## config.mk

```make
export PLATFORM = sky130hd
export DESIGN_NAME = pc_fetch_flat
export DESIGN_NICKNAME = d
export VERILOG_FILES = /design/src/rtl/pc_fetch_pkg.sv /design/src/rtl/pc_fetch_if.sv /design/src/rtl/pc_fetch_inst_hold_buf.sv /design/src/rtl/pc_fetch.sv /design/src/flat_wrapper.sv
export SDC_FILE = /design/constraint.sdc
export NUM_CORES = 1
export LEC_CHECK = 0
export CAP_MARGIN = 40
export CORE_ASPECT_RATIO = 1.25
export CORE_MARGIN = 2
export CORE_UTILIZATION = 30
export CTS_CLUSTER_SIZE = 20
export DETAILED_ROUTE_END_ITERATION = 10
export HOLD_SLACK_MARGIN = 0.12
export PLACE_DENSITY = 0.56
export SYNTH_ARGS = -nofsm -noshare
export SYNTH_HDL_FRONTEND = slang
export SYNTH_SLANG_ARGS = --single-unit
```

## constraint.sdc

```tcl
create_clock -name clk -period 2.1 [get_ports clk]
set_input_delay 0.315 -clock clk [delete_from_list [all_inputs] [get_ports clk]]
set_output_delay 0.315 -clock clk [all_outputs]
set_load 0.01 [all_outputs]
```

## src/rtl/pc_fetch_pkg.sv

```systemverilog
// Shared fetch-stage constants, branch bus layout and small helpers.
// Imported by the fetch interface, the hold buffer and the fetch top.
package pc_fetch_pkg;

  localparam int STALL_BUS   = 6;
  localparam int BR_WD       = 33;
  localparam int IF_TO_ID_WD = 33;

  localparam logic STOP    = 1'b1;
  localparam logic NO_STOP = 1'b0;

  // Reset value sits one word below the boot address so the first fetch is 0xBFC0_0000.
  localparam logic [31:0] RESET_VECTOR = 32'hBFBF_FFFC;
  localparam logic [31:0] PC_STEP      = 32'd4;

  typedef enum logic {
    BOOT,
    RUN
  } fetch_state_t;

  typedef struct packed {
    logic        br_e;
    logic [31:0] br_addr;
  } br_bus_t;

  function automatic logic misaligned(input logic [31:0] addr);
    return addr[1:0] != 2'b00;
  endfunction

endpackage

```

## src/rtl/pc_fetch_if.sv

```systemverilog
// Bus bundle between the fetch stage, the instruction SRAM and the decode stage.
// The master modport is the fetch side; the slave modport is everything around it.
interface pc_fetch_if
  import pc_fetch_pkg::*;
  ();

  logic [STALL_BUS-1:0]   stall;
  logic [BR_WD-1:0]       br_bus;
  logic [31:0]            inst_sram_rdata;
  logic [IF_TO_ID_WD-1:0] if_to_id_bus;
  logic                   inst_sram_en;
  logic [3:0]             inst_sram_wen;
  logic [31:0]            inst_sram_wdata;
  logic [31:0]            inst_sram_addr;
  logic [31:0]            id_inst;
  logic                   adel;

  modport master (
    input  stall, br_bus, inst_sram_rdata,
    output if_to_id_bus, inst_sram_en, inst_sram_wen, inst_sram_wdata,
           inst_sram_addr, id_inst, adel
  );

  modport slave (
    output stall, br_bus, inst_sram_rdata,
    input  if_to_id_bus, inst_sram_en, inst_sram_wen, inst_sram_wdata,
           inst_sram_addr, id_inst, adel
  );

endinterface

```

## src/rtl/pc_fetch_inst_hold_buf.sv

```systemverilog
// Keeps the instruction word steady for decode while the ID stage is stopped,
// since the synchronous SRAM keeps producing new read data underneath it.
module inst_hold_buf
  import pc_fetch_pkg::*;
  (
  input  logic        clk,
  input  logic        rst,
  input  logic        stall_id,
  input  logic [31:0] rdata,
  output logic [31:0] id_inst
);

  logic        hold_valid;
  logic [31:0] hold_inst;

  // Capture only on the first stopped cycle so later SRAM words cannot overwrite it.
  always_ff @(posedge clk) begin
    if (rst) begin
      hold_valid <= 1'b0;
      hold_inst  <= '0;
    end else if (stall_id == NO_STOP) begin
      hold_valid <= 1'b0;
    end else if (!hold_valid) begin
      hold_valid <= 1'b1;
      hold_inst  <= rdata;
    end
  end

  assign id_inst = hold_valid ? hold_inst : rdata;

endmodule

```

## src/rtl/pc_fetch.sv

```systemverilog
// Instruction fetch stage: PC register, boot sequencing, stall-tolerant branch
// redirection and the decode-side instruction hold buffer.
module pc_fetch
  import pc_fetch_pkg::*;
  (
  input  logic       clk,
  input  logic       rst,
  pc_fetch_if.master fetch
);

  fetch_state_t state;
  logic [31:0]  pc;
  logic         ce;
  logic         pend_valid;
  logic [31:0]  pend_target;
  logic [31:0]  next_pc;
  logic [31:0]  id_word;
  br_bus_t      br;
  logic         unused_stall;

  assign br           = fetch.br_bus;
  assign unused_stall = ^fetch.stall[STALL_BUS-1:2];

  // A branch that arrived while the PC stage was stopped outranks anything newer.
  always_comb begin
    next_pc = pc + PC_STEP;
    if (pend_valid) begin
      next_pc = pend_target;
    end else if (br.br_e) begin
      next_pc = br.br_addr;
    end
  end

  always_ff @(posedge clk) begin
    if (rst) begin
      state       <= BOOT;
      pc          <= RESET_VECTOR;
      ce          <= 1'b0;
      pend_valid  <= 1'b0;
      pend_target <= '0;
    end else if (fetch.stall[0] == NO_STOP) begin
      pc         <= next_pc;
      ce         <= 1'b1;
      pend_valid <= 1'b0;
      if (state == BOOT) begin
        state <= RUN;
      end
    end else if (br.br_e && !pend_valid) begin
      pend_valid  <= 1'b1;
      pend_target <= br.br_addr;
    end
  end

  inst_hold_buf u_hold (
    .clk      (clk),
    .rst      (rst),
    .stall_id (fetch.stall[1]),
    .rdata    (fetch.inst_sram_rdata),
    .id_inst  (id_word)
  );

  assign fetch.if_to_id_bus    = {ce, pc};
  assign fetch.inst_sram_en    = ce;
  assign fetch.inst_sram_addr  = pc;
  assign fetch.inst_sram_wen   = 4'b0000;
  assign fetch.inst_sram_wdata = 32'h0000_0000;
  assign fetch.id_inst         = id_word;
  assign fetch.adel            = ce & misaligned(pc);

endmodule

```

## src/flat_wrapper.sv

```systemverilog
// flat-port wrapper written by rule: the top's interface ports become plain ports
module pc_fetch_flat import pc_fetch_pkg::*;
  (clk, rst, fetch_stall, fetch_br_bus, fetch_inst_sram_rdata, fetch_if_to_id_bus, fetch_inst_sram_en, fetch_inst_sram_wen, fetch_inst_sram_wdata, fetch_inst_sram_addr, fetch_id_inst, fetch_adel);
  pc_fetch_if fetch_i ();
  input  logic clk;
  input  logic rst;
  input wire logic [$bits(fetch_i.stall)-1:0] fetch_stall;
  input wire logic [$bits(fetch_i.br_bus)-1:0] fetch_br_bus;
  input wire logic [$bits(fetch_i.inst_sram_rdata)-1:0] fetch_inst_sram_rdata;
  output wire logic [$bits(fetch_i.if_to_id_bus)-1:0] fetch_if_to_id_bus;
  output wire logic [$bits(fetch_i.inst_sram_en)-1:0] fetch_inst_sram_en;
  output wire logic [$bits(fetch_i.inst_sram_wen)-1:0] fetch_inst_sram_wen;
  output wire logic [$bits(fetch_i.inst_sram_wdata)-1:0] fetch_inst_sram_wdata;
  output wire logic [$bits(fetch_i.inst_sram_addr)-1:0] fetch_inst_sram_addr;
  output wire logic [$bits(fetch_i.id_inst)-1:0] fetch_id_inst;
  output wire logic [$bits(fetch_i.adel)-1:0] fetch_adel;
  assign fetch_i.stall = fetch_stall;
  assign fetch_i.br_bus = fetch_br_bus;
  assign fetch_i.inst_sram_rdata = fetch_inst_sram_rdata;
  assign fetch_if_to_id_bus = fetch_i.if_to_id_bus;
  assign fetch_inst_sram_en = fetch_i.inst_sram_en;
  assign fetch_inst_sram_wen = fetch_i.inst_sram_wen;
  assign fetch_inst_sram_wdata = fetch_i.inst_sram_wdata;
  assign fetch_inst_sram_addr = fetch_i.inst_sram_addr;
  assign fetch_id_inst = fetch_i.id_inst;
  assign fetch_adel = fetch_i.adel;
  pc_fetch u_core (.clk(clk), .rst(rst), .fetch(fetch_i));
endmodule
```

==> results of run 1 <==
-- metal layers --
metal	vias to the layer above	global-route usage	routed length [µm]
li1	2634	-	-
met1	2454	0.204	7020
met2	191	0.286	8210
met3	19	0.0414	1200
met4	0	0.0633	323
met5	-	0	0
-- where the power goes --
part	internal (mW)	switching, mW
Sequential	2.01	0.128
Clock	0.923	0.775
Combinational	0.733	0.700
-- repair_timing --
| item | in CTS | in global routing |
|---|---|---|
| resized for setup | 14 | 14 |
| setup buffers | 0 | 0 |
| gates cloned | 0 | 0 |
| endpoints found under the setup margin | 28 | 17 |
| pin swaps | 0 | 0 |
-- critical path, cell delays in order, from the launching register on --
cell	delay (ns)
dfxtp_2	0.36
buf_6	0.14
mux2_2	0.35
clkdlybuf4s50_1	0.48
-- Yosys cell counts, types with 6 or more instances --
| master | instances |
|---|---|
| nand2_1 | 112 |
| dfxtp_1 | 99 |
| buf_4 | 69 |
| a21oi_1 | 57 |
| nor2_1 | 46 |
| clkbuf_1 | 39 |
| mux2i_1 | 34 |
| mux2_2 | 32 |
| nand3_1 | 22 |
| o211ai_1 | 18 |
| nand4_1 | 16 |
| inv_1 | 15 |
| nor3_1 | 12 |
| o21ai_0 | 12 |
| and3_1 | 9 |
| a211oi_1 | 8 |
| buf_1 | 8 |
| a2bb2oi_1 | 7 |
| nor4_1 | 7 |
| a311oi_1 | 6 |
| a41oi_1 | 6 |
| and2_1 | 6 |
| nand3b_1 | 6 |
| o22a_1 | 6 |
-- kinds of logic (layout without fill, tap and decap cells) --
family          count (synthesis)  count (layout)  synth area share
compound gates                141             141             0.168
fa+ha+maj                       1               1           0.00223
buf+inv                       133             238             0.136
flops                          99              99             0.354
mux                            66              66             0.125
other cells                     1              37          0.000670
simple gates                  254             254             0.214
-- cell type report --
cell class,instances,area (µm²),area share
multi-input cells,498,2990,0.390
well taps,228,285,0.0372
diodes,1,2.50,0.000326
clock buffers,9,225,0.0294
clock inverters,7,67.6,0.00881
flip-flops and latches,99,1980,0.259
inverters,15,56.3,0.00735
repair buffers,207,2060,0.268
-- through the flow --
step / power [mW] / hold slack [ns] / std cells
global route: 5.54 / 0.463 / 1063
CTS: 5.34 / 0.439 / 1063
floorplan: 3.00 / 0.432 / 730
global placement: 3.63 / 0.438 / 1047
finish: 5.27 / 0.454 / 1064
detailed placement: 3.64 / 0.443 / 1047
-- cells in the final DEF, fill, tap and decap left out, types with 7 or more instances in the layout --
| master | count |
|---|---|
| clkbuf_16 | 9 |
| clkdlybuf4s50_1 | 139 |
| and3_1 | 9 |
| dlygate4sd2_1 | 13 |
| dlymetal6s2s_1 | 13 |
| conb_1 | 36 |
| nor2_1 | 46 |
| a211oi_1 | 8 |
| nand4_1 | 16 |
| a2bb2oi_1 | 7 |
| nor3_1 | 12 |
| nand3_1 | 22 |
| mux2_2 | 32 |
| a21oi_1 | 57 |
| o211ai_1 | 18 |
| nor4_1 | 7 |
| mux2i_1 | 34 |
| inv_1 | 15 |
| dfxtp_1 | 98 |
| o21ai_0 | 12 |
| buf_4 | 33 |
| nand2_1 | 112 |
-- sequential cells by signal (all words and copies together), names as in the netlist --
register / cells
u_core.fetch.inst_sram_en: 1
u_core.u_hold.hold_valid: 1
u_core.u_hold.hold_inst: 32
u_core.pend_target: 32
u_core.fetch.inst_sram_addr: 32
u_core.pend_valid: 1
-- worst paths after layout --
kind,start,end
worst max register to register,u_core.fetch.inst_sram_addr[2]$_SDFFE_PP1N_,u_core.fetch.inst_sram_addr[27]$_SDFFE_PP1N_
worst min-delay path,u_core.pend_target[2]$_SDFFE_PP0P_,u_core.pend_target[2]$_SDFFE_PP0P_
worst min register to register,u_core.pend_target[2]$_SDFFE_PP0P_,u_core.pend_target[2]$_SDFFE_PP0P_
worst max-delay path,u_core.u_hold.hold_valid$_SDFF_PP0_,fetch_id_inst[12]
==> summary.md, run 1 <==
| Metric | Value |
|---|---|
| CTS H-tree lvls | `3` |
| Predominant post-synthesis flop cell | `dfxtp_1` |
| Setup ws final | `0.0972 ns` |
| Finish-stage setup viols | `0` |
| DP HPWL | `12100 µm` |
| 1st-iter DRT viols | `238` |
| Syn. warnings | `0` |
| Slew @ Worst Pin | `0.549 ns` |
| CP Data Arrival Time | `1.69 ns` |
| Share of post-route cells with drive strength above 1 | `0.123` |
| Hold_buf cts | `0` |
| Sequential area share after synthesis | `0.354` |
| Via count | `5298` |
| Antenna-violating nets left | `0` |
| Fmax | `0.499 GHz` |
| DRC viols | `0` |
| Clock Tree Buf Depth | `2` |
| Pwr Density | `687 mW/mm²` |
| Worst R2R Path Depth | `5` |
| Antenna violations before repair | `1` |
| Startpoint types | `flip-flop` |
| Total gr overflow | `0` |
| Vias per cell | `4.98` |
| Mean post-synth cell area | `8.06 µm²` |
| Hold Path Class | `reg -> reg` |
| Hold Fails Final Rpt | `0` |
| Hold Path Depth | `2` |
| Placed Instance Area | `0.00735 mm²` |
| Die ar. | `0.0198 mm²` |
| Yosys cell types | `46` |
| Clock Latency Late Sink | `0.35 ns` |
| EDFF count, synth | `0` |
| Peak supply drop | `372 µV` |
| Worst reg-to-reg setup slack | `0.27 ns` |
| Crit. End Element | `output port` |
| Post-layout utilization of the core | `0.422` |
| Yosys top cell area share | `0.354` |
| CTS tree | `yes` |
| Synth Instances | `695` |
| Worst endpoint required time | `1.78 ns` |
| Ranking of synthesized cells by area | `dfxtp_1 (35%), buf_4 (9.3%), nand2_1 (7.5%)` |
| GRT Overall Usage | `0.168` |
| Relative slew slack | `0.634` |
| Max_cap viols | `0` |
| Mapped cell area | `0.00560 mm²` |
| Final Net Count | `904` |
| Initial Utilization | `0.308` |
| First-pass GRT wire length | `26600 µm` |
| LEAKAGE | `3.19 nW` |
| Setup_tns | `0 ns` |
| Core area | `0.0182 mm²` |
| Critical-path maximum fanout | `8` |
| Top Ports | `208` |
| P&R area growth vs syn | `36.9%` |
| Setup CP Type | `reg -> out` |
| Number of buffers created by CTS | `9` |
| Status | `finished, final reports clean` |
| Vias in the first global route | `4912` |
| Clock Skew | `0.0106 ns` |
| CTS clk-pin slew, worst paths | `0.07 ns` |
| Part of the cycle the worst path needs | `0.954` |
| Row count | `55` |
| Unrepaired setup endpoints after global routing | `false` |
| Total Wirelength | `16800 µm` |
| Largest net degree at the start of global routing | `50` |
| Post-synth ARST share | `0` |
| Root buffer cell | `clkbuf_16` |
| Register bit total from synthesis | `99` |
| Wire length per cell | `15.7 µm` |
| DP Worst Slack | `0.105 ns` |
| GPL Wtd Cong | `0.822` |
| Tmin final | `2.00 ns` |
| Fillers | `1892` |
| Slew Viols, Final | `0` |
| Port bufs | `167` |
| Die Y | `157 µm` |
| CTS Sinks | `99` |
| Final Cell Area | `0.00766 mm²` |
| Leading area contributor after synthesis | `dfxtp_1` |
| First drt pass iteration count | `5` |
| Chip width | `126 µm` |
(Power assumes the default switching activity.)
==> run 2: changes to the inputs <==
- clock period: 2.1 -> 2.2 ns (I/O delays scaled with it)
==> run 2 against run 1 <==
  * Largest cell class unchanged
  * Combinational power fell by 5%
  * Clock power decreased by 4%
  * Sequential cell count unchanged
  * Die area did not move
  * Global-route usage is 0.20 points lower
  * Non-clock buffer count shrank 4
  * Largest power group unchanged
  * Critical path depth did not move
  * Final cell count down 0.56%
  * Core utilization down 0.51 points
==> summary.md, run 2 (synthesis gave the netlist of run 1 again) <==
| Metric | Value |
|---|---|
| Max_cap viols | `0` |
| Hold Path Class | `in -> reg` |
| Worst endpoint required time | `1.87 ns` |
| Fmax | `0.472 GHz` |
| Chip width | `126 µm` |
| # resized after CTS | `0` |
| Row count | `55` |
| Final Net Count | `900` |
| Peak supply drop | `337 µV` |
| Critical-path maximum fanout | `24` |
| Slew Viols, Final | `0` |
| Relative slew slack | `0.616` |
| First-pass GRT wire length | `26100 µm` |
| Antenna-violating nets left | `0` |
| Port bufs | `167` |
| P&R area growth vs syn | `35.2%` |
| CP startpoint | `u_core.u_hold.hold_valid$_SDFF_PP0_` |
| Clock Tree Buf Depth | `2` |
| Finish-stage setup viols | `0` |
| Setup_tns | `0 ns` |
| Hold Fails Final Rpt | `0` |
| Via count | `5205` |
| Clock Skew | `0.0120 ns` |
| Die Y | `157 µm` |
| GRT Overall Usage | `0.166` |
| Clock Latency Late Sink | `0.35 ns` |
| Die ar. | `0.0198 mm²` |
| Total Wirelength | `16500 µm` |
| First drt pass iteration count | `5` |
| Number of setup buffers added after CTS | `0` |
| Reg2reg start | `u_core.fetch.inst_sram_addr[8]$_SDFFE_PP1N_` |
| Total gr overflow | `0` |
| Top Ports | `208` |
| Antenna violations before repair | `0` |
| CTS H-tree lvls | `3` |
| Share of post-route cells with drive strength above 1 | `0.117` |
| CP Data Arrival Time | `1.79 ns` |
| Pwr Density | `664 mW/mm²` |
| Status | `finished, final reports clean` |
| CTS Sinks | `99` |
| Root buffer cell | `clkbuf_16` |
| Post-layout utilization of the core | `0.417` |
| DP HPWL | `12100 µm` |
| Hold Crit Start | `rst` |
| Crit. End Element | `output port` |
| GPL Wtd Cong | `0.825` |
| Ant diodes | `0` |
| Hold_buf cts | `0` |
| Part of the cycle the worst path needs | `0.963` |
| Tmin final | `2.12 ns` |
| LEAKAGE | `2.97 nW` |
| Unrepaired setup endpoints after global routing | `false` |
| Vias per cell | `4.92` |
| 1st-iter DRT viols | `283` |
| Setup CP Type | `reg -> out` |
| Startpoint types | `flip-flop` |
| Largest net degree at the start of global routing | `52` |
| CTS tree | `yes` |
| Number of buffers created by CTS | `9` |
| Initial Utilization | `0.308` |
| Core area | `0.0182 mm²` |
| Vias in the first global route | `4885` |
| DRC viols | `0` |
| Slew @ Worst Pin | `0.575 ns` |
| Most frequent cells in the layout | `clkdlybuf4s50_1 (165), nand2_1 (112), dfxtp_1 (99), a21oi_1 (57), nor2_1 (46)` |
| Wire length per cell | `15.6 µm` |
| CTS clk-pin slew, worst paths | `0.07 ns` |
| Most common cell after layout, fill and taps aside | `clkdlybuf4s50_1` |
[run 2: cell types whose count changed in the layout (fill, tap and decap cells not counted), sizes merged, moves of 3 or more]
| cell | previous run | this run |
|---|---|---|
| dlygate4sd2 | 13 | 0 |
| clkdlybuf4s50 | 139 | 165 |
| buf | 42 | 38 |
| clkinvlp | 0 | 3 |
| clkinv | 5 | 1 |
| dlymetal6s2s | 13 | 0 |
[run 2: per-layer routing]
layer  GRT usage  wire length [µm]  share of wire  vias to the layer above
li1            -                 -              -                     2616
met1       0.206              7060           0.43                     2377
met2       0.278              7880           0.48                      192
met3      0.0379              1210          0.073                       20
met4      0.0649               360          0.022                        0
met5           0                 0              0                        -
[run 2: layout make-up]
class,count,area [µm²]
tap,228,285
fill,1879,10600
timing repair buffer,203,1970
multi-input combinational,498,2990
inverter,15,56.3
sequential,99,1980
clock inverter,6,66.3
clock buffer,9,225
[run 2: worst paths after layout]
kind | endpoint | slack, ns | cells after the start
worst min register to register | u_core.pend_target[25]$_SDFFE_PP0P_ | 0.45 | 2
worst min-delay path | u_core.pend_target[27]$_SDFFE_PP0P_ | 0.29 | 2
worst max register to register | u_core.fetch.inst_sram_addr[31]$_SDFFE_PP1N_ | 0.37 | 4
worst max-delay path | fetch_id_inst[3] | 0.08 | 3
[run 2: report_power, final]
part	internal [mW]	leakage [nW]	total, mW	switching (mW)
combinational	0.699	2.02	1.36	0.662
clock	0.879	0.134	1.63	0.747
sequential	1.92	0.815	2.04	0.124
total	3.49	2.97	5.03	1.53
[run 2: per-stage QoR]
step	instances	total power [mW]	area (µm²)	setup slack (ns)	hold WS, ns
detailed placement	1043	3.45	7280	0.201	0.443
global route	1058	5.29	7570	0.0203	0.298
global placement	1043	3.44	7280	0.227	0.438
floorplan	730	2.86	5730	0.453	0.432
finish	1058	5.03	7570	0.0803	0.288
CTS	1058	5.10	7570	0.0487	0.284
[run 2: critical path, stage by stage, from the launching register on]
cell,delay (ns)
dfxtp_1,0.37
buf_12,0.19
mux2_2,0.37
clkdlybuf4s50_1,0.49
